## config.mk

```make
export PLATFORM = sky130hd
export DESIGN_NAME = pc_sequencer_flat
export DESIGN_NICKNAME = d
export VERILOG_FILES = /design/src/rtl/pc_sequencer_pkg.sv /design/src/rtl/pc_sequencer_if.sv /design/src/rtl/pc_sequencer_next_calc.sv /design/src/rtl/pc_sequencer.sv /design/src/flat_wrapper.sv
export SDC_FILE = /design/constraint.sdc
export NUM_CORES = 1
export LEC_CHECK = 0
export ABC_AREA = 1
export CORE_ASPECT_RATIO = 1.4
export CORE_MARGIN = 2
export CORE_UTILIZATION = 45
export CTS_CLUSTER_DIAMETER = 50
export CTS_CLUSTER_SIZE = 12
export DETAILED_ROUTE_END_ITERATION = 7
export GPL_ROUTABILITY_DRIVEN = 0
export GPL_TIMING_DRIVEN = 0
export PLACE_DENSITY = 0.75
export SLEW_MARGIN = 5
export SYNTH_ARGS = -nofsm -noshare
export SYNTH_HDL_FRONTEND = slang
export SYNTH_SLANG_ARGS = --single-unit
```

## constraint.sdc

```tcl
create_clock -name clk -period 9.9 [get_ports clk]
set_clock_uncertainty 0.2 [all_clocks]
set_input_delay 0.99 -clock clk [delete_from_list [all_inputs] [get_ports clk]]
set_output_delay 0.99 -clock clk [all_outputs]
set_load 0.01 [all_outputs]
```

## src/rtl/pc_sequencer_pkg.sv

```systemverilog
// Shared definitions for the PC sequencer: state encoding and default program bounds,
// so the fetch ROM, the sequencer and the bench agree on the same address range.
package pc_sequencer_pkg;

  typedef enum logic [1:0] {
    BOOT = 2'd0,
    RUN  = 2'd1,
    HALT = 2'd2
  } pc_state_e;

  localparam int          DEFAULT_PC_WIDTH     = 32;
  localparam int          DEFAULT_OFFSET_WIDTH = 16;
  localparam int unsigned DEFAULT_RESET_PC     = 0;
  localparam int unsigned DEFAULT_LAST_PC      = 5;

endpackage

```

## src/rtl/pc_sequencer_if.sv

```systemverilog
// Control/fetch bundle between the PC sequencer (master) and its surrounding pipeline (slave).
interface pc_sequencer_if
  import pc_sequencer_pkg::*;
#(
  parameter int PC_WIDTH     = DEFAULT_PC_WIDTH,
  parameter int OFFSET_WIDTH = DEFAULT_OFFSET_WIDTH
);

  logic                    stall;
  logic                    branch_taken;
  logic [OFFSET_WIDTH-1:0] branch_offset;
  logic [PC_WIDTH-1:0]     pc;
  logic [PC_WIDTH-1:0]     pc_plus1;
  logic                    fetch_valid;
  logic                    halted;

  modport master (
    input  stall,
    input  branch_taken,
    input  branch_offset,
    output pc,
    output pc_plus1,
    output fetch_valid,
    output halted
  );

  modport slave (
    output stall,
    output branch_taken,
    output branch_offset,
    input  pc,
    input  pc_plus1,
    input  fetch_valid,
    input  halted
  );

endinterface

```

## src/rtl/pc_sequencer_next_calc.sv

```systemverilog
// Combinational next-PC selection: sign-extended branch target, stall hold or sequential
// increment, plus a flag telling whether the chosen PC leaves the program range.
module pc_next_calc
  import pc_sequencer_pkg::*;
#(
  parameter int          PC_WIDTH     = DEFAULT_PC_WIDTH,
  parameter int          OFFSET_WIDTH = DEFAULT_OFFSET_WIDTH,
  parameter int unsigned LAST_PC      = DEFAULT_LAST_PC
) (
  input  logic [PC_WIDTH-1:0]     pc,
  input  logic [PC_WIDTH-1:0]     pc_plus1,
  input  logic                    stall,
  input  logic                    branch_taken,
  input  logic [OFFSET_WIDTH-1:0] branch_offset,
  output logic [PC_WIDTH-1:0]     next_pc,
  output logic                    out_of_range
);

  logic [PC_WIDTH-1:0] offset_sext;
  logic [PC_WIDTH-1:0] branch_target;

  generate
    if (PC_WIDTH > OFFSET_WIDTH) begin : g_sext
      assign offset_sext = {{(PC_WIDTH-OFFSET_WIDTH){branch_offset[OFFSET_WIDTH-1]}}, branch_offset};
    end else begin : g_trunc
      assign offset_sext = branch_offset[PC_WIDTH-1:0];
    end
  endgenerate

  // Target is relative to the following word; wraps modulo 2^PC_WIDTH.
  assign branch_target = pc_plus1 + offset_sext;

  always_comb begin
    next_pc = pc_plus1;
    if (branch_taken) begin
      next_pc = branch_target;
    end else if (stall) begin
      next_pc = pc;
    end
  end

  // A wrapped negative target lands high and is caught by the same unsigned compare.
  assign out_of_range = (next_pc > PC_WIDTH'(LAST_PC));

endmodule

```

## src/rtl/pc_sequencer.sv

```systemverilog
// Program-counter stage ahead of the fetch ROM: one boot bubble, then sequential fetch with
// branch/stall handling, halting for good once the PC would leave the program.
module pc_sequencer
  import pc_sequencer_pkg::*;
#(
  parameter int          PC_WIDTH     = DEFAULT_PC_WIDTH,
  parameter int unsigned RESET_PC     = DEFAULT_RESET_PC,
  parameter int unsigned LAST_PC      = DEFAULT_LAST_PC,
  parameter int          OFFSET_WIDTH = DEFAULT_OFFSET_WIDTH
) (
  input  logic          clk,
  input  logic          rst,
  pc_sequencer_if.master bus
);

  pc_state_e           state_reg;
  pc_state_e           state_next;
  logic [PC_WIDTH-1:0] pc_reg;
  logic [PC_WIDTH-1:0] pc_next;
  logic [PC_WIDTH-1:0] pc_plus1;
  logic [PC_WIDTH-1:0] calc_pc;
  logic                calc_out_of_range;

  assign pc_plus1 = pc_reg + PC_WIDTH'(1);

  pc_next_calc #(
    .PC_WIDTH     (PC_WIDTH),
    .OFFSET_WIDTH (OFFSET_WIDTH),
    .LAST_PC      (LAST_PC)
  ) u_next_calc (
    .pc            (pc_reg),
    .pc_plus1      (pc_plus1),
    .stall         (bus.stall),
    .branch_taken  (bus.branch_taken),
    .branch_offset (bus.branch_offset),
    .next_pc       (calc_pc),
    .out_of_range  (calc_out_of_range)
  );

  always_ff @(posedge clk or posedge rst) begin
    if (rst) begin
      state_reg <= BOOT;
      pc_reg    <= PC_WIDTH'(RESET_PC);
    end else begin
      state_reg <= state_next;
      pc_reg    <= pc_next;
    end
  end

  always_comb begin
    state_next = state_reg;
    pc_next    = pc_reg;
    case (state_reg)
      BOOT: state_next = RUN;
      RUN: begin
        // Running off the end freezes the PC on the last word that was fetched.
        if (calc_out_of_range) begin
          state_next = HALT;
        end else begin
          pc_next = calc_pc;
        end
      end
      HALT: state_next = HALT;
      default: state_next = BOOT;
    endcase
  end

  assign bus.pc          = pc_reg;
  assign bus.pc_plus1    = pc_plus1;
  assign bus.fetch_valid = (state_reg == RUN);
  assign bus.halted      = (state_reg == HALT);

endmodule

```

## src/flat_wrapper.sv

```systemverilog
// flat-port wrapper written by rule: the top's interface ports become plain ports
module pc_sequencer_flat import pc_sequencer_pkg::*;
#(
  parameter int          PC_WIDTH     = DEFAULT_PC_WIDTH,
  parameter int unsigned RESET_PC     = DEFAULT_RESET_PC,
  parameter int unsigned LAST_PC      = DEFAULT_LAST_PC,
  parameter int          OFFSET_WIDTH = DEFAULT_OFFSET_WIDTH
)
  (clk, rst, bus_stall, bus_branch_taken, bus_branch_offset, bus_pc, bus_pc_plus1, bus_fetch_valid, bus_halted);
  pc_sequencer_if #(.PC_WIDTH(PC_WIDTH), .OFFSET_WIDTH(OFFSET_WIDTH)) bus_i ();
  input  logic clk;
  input  logic rst;
  input wire logic [$bits(bus_i.stall)-1:0] bus_stall;
  input wire logic [$bits(bus_i.branch_taken)-1:0] bus_branch_taken;
  input wire logic [$bits(bus_i.branch_offset)-1:0] bus_branch_offset;
  output wire logic [$bits(bus_i.pc)-1:0] bus_pc;
  output wire logic [$bits(bus_i.pc_plus1)-1:0] bus_pc_plus1;
  output wire logic [$bits(bus_i.fetch_valid)-1:0] bus_fetch_valid;
  output wire logic [$bits(bus_i.halted)-1:0] bus_halted;
  assign bus_i.stall = bus_stall;
  assign bus_i.branch_taken = bus_branch_taken;
  assign bus_i.branch_offset = bus_branch_offset;
  assign bus_pc = bus_i.pc;
  assign bus_pc_plus1 = bus_i.pc_plus1;
  assign bus_fetch_valid = bus_i.fetch_valid;
  assign bus_halted = bus_i.halted;
  pc_sequencer #(.PC_WIDTH(PC_WIDTH), .RESET_PC(RESET_PC), .LAST_PC(LAST_PC), .OFFSET_WIDTH(OFFSET_WIDTH)) u_core (.clk(clk), .rst(rst), .bus(bus_i));
endmodule
```

==> results of run 1 <==
==> cells by family (layout without fill, tap and decap cells) <==
family,Yosys count,in the layout,synth area share (%)
AO/OA/AOI/OAI,76,76,6.99
XOR/XNOR,13,13,2.06
adder cells (fa/ha/maj),36,36,8.30
buffers and inverters,221,313,15.4
flip-flops,34,34,15.4
AND/OR/NAND/NOR,693,693,51.8
==> cells in the final DEF, fill, tap and decap left out, types with 2 or more instances in the layout <==
| master | synthesis | layout |
|---|---|---|
| xor2_1 | 13 | 13 |
| buf_1 | 5 | 5 |
| ha_1 | 35 | 35 |
| nand2_1 | 414 | 414 |
| nor3b_1 | 2 | 2 |
| inv_1 | 200 | 199 |
| a21oi_1 | 52 | 52 |
| o21bai_1 | 2 | 2 |
| buf_2 | 4 | 4 |
| nand2_2 | 2 | 2 |
| nor2_4 | 2 | 2 |
| nand4_1 | 16 | 16 |
| dfrtp_1 | 34 | 34 |
| nand3b_1 | 5 | 5 |
| nand3_1 | 99 | 99 |
| o21ai_1 | 5 | 5 |
| nor3_1 | 8 | 8 |
| clkbuf_16 | 0 | 5 |
| nor2_2 | 2 | 2 |
| clkbuf_1 | 5 | 6 |
| o21ai_0 | 17 | 17 |
| inv_2 | 3 | 4 |
| clkdlybuf4s50_1 | 0 | 84 |
| nor2_1 | 134 | 134 |
| buf_4 | 2 | 2 |
| and2_1 | 4 | 4 |
==> area by class of cell <==
class                   instances  area, µm²  area share, %
inverters                     204        766           11.5
plain buffers                  17       83.8           1.25
flip-flops and latches         34        851           12.7
clock inverters                 1       5.00         0.0749
clock buffers                   7        143           2.13
multi-input cells             818       3810           57.0
repair buffers                 84        841           12.6
well taps                     147        184           2.75
==> worst register-to-register path, cell delays in order (launching register included) <==
cell     delay (ns)
dfrtp_1        0.48
ha_1           0.36
nand3_1        0.23
nor2_1         0.36
nand2_1        0.08
nand2_1        0.15
inv_1          0.08
ha_1           0.37
nand2_1        0.12
nor2_1         0.26
and2_1         0.18
nand2_1        0.08
nand2_1        0.19
nand2_1        0.11
nand2_1        0.08
nand2_1        0.05
nand3_1        0.08
nand2_1        0.07
nor2_1         0.09
nand2_1        0.09
nor2_2         0.37
nand3_1        0.35
nand2_1        0.14
nand2_1        0.07
==> where the power goes <==
part           switching (mW)  total [mW]  internal, mW
registers           0.0000303       0.139         0.139
logic                  0.0835       0.128        0.0446
clock network          0.0570       0.157        0.0996
total                   0.141       0.424         0.283
==> per-layer routing <==
layer / share of wire, % / wire length [µm] / GRT usage (%)
met1: 42 / 7530 / 33.2
met2: 47 / 8530 / 47.9
met3: 5.0 / 906 / 1.81
met4: 5.6 / 1010 / 14.4
met5: 0 / 0 / 0
==> through the flow <==
stage,setup WS [ns],area [µm²],hold WS [ns],utilization (%)
5_1_grt,4.82,6690,0.388,56.3
2_1_floorplan,6.36,5510,0.301,-
4_1_cts,5.25,6690,0.348,56.3
6_report,5.15,6690,0.336,56.3
3_3_place_gp,5.09,6540,0.330,55.0
3_5_place_dp,5.05,6540,0.334,55.0
==> path summary, 6_finish.rpt <==
check                                          from  slack [ns]  cells after the start             endpoint
min in group asynchronous                       rst        0.93                      2    u_core.bus.pc[31]
worst min-delay path            u_core.state_reg[1]        0.34                      2  u_core.state_reg[1]
worst max-delay path               u_core.bus.pc[0]        5.15                     23     u_core.bus.pc[1]
worst max register to register     u_core.bus.pc[0]        5.15                     23     u_core.bus.pc[1]
worst min register to register  u_core.state_reg[1]        0.34                      2  u_core.state_reg[1]
max in group asynchronous                       rst        8.10                      2  u_core.state_reg[1]
==> reports/qor.yml, run 1 <==
status: "complete, no violations"
vdd_drop_max_mv: 0.179
drv_slew: 0
io_pins: 86
drt-wirelength-per-cell_um: 13.7
layout_min_cycle_time_ns: 4.75
crit_path_frequent_cell: "nand2_1"
synthesis.area_um2: 5510
synth-main-ff-cell: "dfrtp_1"
numCtsBuffers: 5
die_y_um: 135
grtUsageTotal_pct: 27.2
synth.most_common_cell: "nand2_1"
drive_above_1_share_pct: 2.32
antenna_found_initial: 0
synth-seq-cells: 34
ys_top_cells_by_count: "414 x nand2_1, 200 x inv_1, 134 x nor2_1, 99 x nand3_1, 52 x a21oi_1"
route.vias.total: 6645
postSynthCellCount: 1073
start_util_pct: 46.4
cpPeakStageDelay_ns: 0.48
cpLargestDelayFamily: "simple AND/OR/NAND/NOR gates"
endpoint_kind: "flip-flop"
holdCritPathClass: "flip-flop to flip-flop"
cp_slowest_cell: "dfrtp_1"
diodes: 0
tns_ns: 0
clock_latency_ns: 0.29
cts_resized: 0
yosysWarnings: 0
dp_hpwl_um: 15300
ant_nets: 0
crit_arrival_ns: 4.72
die_w_um: 97.6
cts_tree: "yes"
final.fill_count: 1300
final_cells: 1312
finalPower_mw: 0.424
crit_fanout: 7
tightest_slew_ns: 0.799
synthDistinctLibCells: 32
largest_register_ffs: 32
synth_nets: 1129
synth_area_leaders: "nand2_1 28%, dfrtp_1 15%, inv_1 14%, nor2_1 9.1%, nand3_1 9.0%"
core_um2: 11900
rsz0062_at_grt: "false"
finalSetupViolations: 0
crit_type: "flip-flop to flip-flop"
area_delta_synth_final_pct: 21.3
critPathBufInv: 1
maxCapViolations: 0
yosysSeqAreaShare_pct: 15.4
grt-ovfl-total: 0
rows: 47
drc: 0
avgSynthCellArea_um2: 5.14
drtPass1Iterations: 5
clk_pin_slew_ns: 0.06
nets: 1220
yosysTopAreaCell: "nand2_1"
grt_pass1_vias: 6184
cts_setup_buffers: 0
postSynth.asyncResetShare_pct: 100
via_per_inst: 5.06
min_period_over_period_pct: 48.0
synth_edf_count: 0
drtIter0Drc: 368
dieArea_um2: 13200
leakagePower_nw: 3.99
grt_max_degree: 35
wl_um: 18000
crit_chain: "ha_1 -> nand3_1 -> nor2_1 -> nand2_1 -> nand2_1 -> inv_1 -> ha_1 -> nand2_1 -> nor2_1 -> and2_1 -> nand2_1 -> nand2_1 -> nand2_1 -> nand2_1 -> nand2_1 -> nand3_1 -> nand2_1 -> nor2_1 -> nand2_1 -> nor2_2 -> nand3_1 -> nand2_1 -> nand2_1"
clockBufferDepth: 2
yosysTopAreaCellShare_pct: 28.2
clock_sinks: 34
htree_levels: 2
grt_first_pass_wirelength_um: 28900
max_slew_margin_pct: 46.6
place_inst: 1304
root_buffer: "clkbuf_16"
hold_viol: 0
power_density_nw_per_um2: 63.4
cts_hold_buf: 0
crit_required_ns: 9.87
cp-start-kind: "flip-flop"
max_clock_freq_mhz: 211
portBuffers: 84
Note: power is estimated with default switching activity, not from simulation.
==> run 2: changes to the inputs <==
Settings changed: PLACE_DENSITY 0.75 to 0.77.
Clock period 9.9 ns to 3.8 ns, I/O delays scaled along.
==> run 2 against run 1 <==
The flow now finishes with violations (setup timing). Largest power group is now combinational cells. Worst hold slack got worse by 0.0079 ns. First-iteration DRC count increased by 68%. Count of clock-buffer cells in the layout decreased by 1. Total power increased to 2.8 times the previous value. Worst setup slack got worse by 5.3 ns. Flip-flop and latch count unchanged.
==> reports/qor.yml, run 2 (synthesized netlist as in run 1, its figures left out) <==
antenna_found_initial: 0  # unchanged
finalSetupViolations: 32  # +32
layout_min_cycle_time_ns: 3.95  # -0.796 ns
cts_tree: "yes"
gr-usage-met1_pct: 33.6  # +0.45 points
die_y_um: 135  # unchanged
layout_commonest_cell: "nand2_1"
diodes: 0  # unchanged
ant_nets: 0  # unchanged
power_density_nw_per_um2: 146  # +130%
drtPass1Iterations: 8  # +3
dp_hpwl_um: 15200  # -0.38%
design_area_um2: 8300  # +24%
endpoint_kind: "flip-flop"
hold_viol: 0  # unchanged
io_pins: 86  # unchanged
crit_path_frequent_cell: "nand2_1"
grt_max_degree: 35  # unchanged
met2_usage_pct: 48.7  # +0.77 points
largest_register_ffs: 32  # unchanged
route.vias.total: 7544  # +14%
wl_um: 22000  # +22%
cts_hold_buf: 0  # unchanged
whs_ns: 0.328  # -0.00787 ns
portBuffers: 84  # unchanged
core_um2: 11900  # unchanged
cp-start-kind: "flip-flop"
clock_sinks: 34  # unchanged
power_switching_share_pct: 35.3  # +2.1 points
share_comb_of_total_power_pct: 36.0  # +5.8 points
min_period_over_period_pct: 104  # +56 points
tightest_slew_ns: 0.923  # +0.124 ns
drive_above_1_share_pct: 23.3  # +21 points
grtUsageTotal_pct: 27.9  # +0.71 points
status: "finished, violations left"
htree_levels: 2  # unchanged
vdd_drop_max_mv: 0.301  # +68%
holdCritPathClass: "input port to async pin"
maxCapViolations: 0  # unchanged
crit_fanout: 7  # unchanged
die_w_um: 97.6  # unchanged
grt-ovfl-total: 0  # unchanged
nets: 1282  # +5.1%
clk_pin_slew_ns: 0.06  # about the same
root_buffer: "clkbuf_16"
place_area_um2: 6540  # unchanged
finalPower_mw: 1.21  # +180%
rsz0062_at_grt: "true"
area_delta_synth_final_pct: 50.4
violations: "setup timing"
leakagePower_nw: 4.46  # +12%
grt_use_met3_pct: 1.35  # -0.47 points
power.share.sequential_pct: 30.0  # -2.8 points
internal_power_mw: 0.782  # +180%
p_clk_share_pct: 34.0  # -3.0 points
dieArea_um2: 13200  # unchanged
clockBufferDepth: 2  # unchanged
layout_setup_ws_ns: -0.152  # -5.30 ns
max_clock_freq_mhz: 253  # +20%
netSwitchingPower_mw: 0.426  # +200%
via_per_inst: 5.49  # +8.4%
numCtsBuffers: 5  # unchanged
crit_arrival_ns: 3.92  # -0.80 ns
grt_pass1_vias: 6473  # +4.7%
clock_latency_ns: 0.28  # about the same
tns_ns: -3.24  # -3.24 ns
cpPeakStageDelay_ns: 0.40  # -0.08 ns
rows: 47  # unchanged
crit_type: "flip-flop to flip-flop"
drv_slew: 0  # unchanged
final_cell_mix: "361 x nand2_1, 186 x inv_1, 88 x nor2_1, 88 x nand3_1, 83 x clkdlybuf4s50_1"
drtIter0Drc: 618  # +68%
max_slew_margin_pct: 38.5  # -8.1 points
grt_first_pass_wirelength_um: 30000  # +3.8%
top_usage_layer: "met2"
drc: 0  # unchanged
cp_slowest_cell: "dfrtp_1"
crit_required_ns: 3.76  # -6.11 ns
drt-wirelength-per-cell_um: 16.0  # +17%
start_util_pct: 46.4  # unchanged
[run 2: critical path, delay by kind of cell (launching register included)]
family	cells	cell delay [ns]
AO/OA/AOI/OAI	2	0.40
flip-flops	1	0.40
AND/OR/NAND/NOR	17	1.95
adder cells (fa/ha/maj)	1	0.33
buffers and inverters	5	0.55
[run 2: power groups by stage]
| stage | Clock (mW) | Combinational (mW) | Sequential, mW |
|---|---|---|---|
| 3_5_place_dp | 0 | 0.328 | 0.369 |
| 3_3_place_gp | 0 | 0.323 | 0.369 |
| 5_1_grt | 0.437 | 0.475 | 0.362 |
| 2_1_floorplan | 0 | 0.240 | 0.369 |
| 6_report | 0.411 | 0.435 | 0.362 |
| 4_1_cts | 0.415 | 0.357 | 0.362 |
[run 2: layout make-up]
type                    count  area (µm²)
multi-input cells         818        4890
fillers                   938        3580
repair buffers            146        1340
flip-flops and latches     34         865
inverters                 204         768
well taps                 147         184
clock buffers               6         139
plain buffers              17        95.1
clock inverters             2        12.5
[run 2: path summary, 6_finish.rpt]
kind	startpoint	to	slack (ns)	cells after the start
max	u_core.bus.pc[4]	u_core.bus.pc[3]	-0.15	25
min	rst	u_core.bus.pc[31]	0.33	2
max reg2reg	u_core.bus.pc[4]	u_core.bus.pc[3]	-0.15	25
min reg2reg	u_core.state_reg[1]	u_core.state_reg[1]	0.35	2
max in group asynchronous	rst	u_core.bus.pc[5]	2.56	2
min in group clk	u_core.state_reg[1]	u_core.state_reg[1]	0.35	2
[run 2: repair_timing]
action,4_1_cts,5_1_grt
setup endpoints to repair,34,34
pin swaps,4,65
gates cloned,0,1
setup buffers,11,50
gates resized for setup,93,177
[run 2: layer usage]
metal	wire, µm	vias up	share of wire (%)
met2	10400	408	47
li1	-	3601	-
met3	1500	133	6.8
met1	8440	3402	38
met5	0	-	0
met4	1620	0	7.4
[run 2: metrics by stage]
stage / std cells / setup slack (ns) / util [%]
after CTS: 1323 / 0.00761 / 60.8
final: 1374 / -0.152 / 69.8
after floorplan: 1073 / 0.265 / -
after global placement: 1304 / -0.754 / 55.0
after global routing: 1374 / -0.378 / 69.8
after detailed placement: 1304 / -0.799 / 55.0
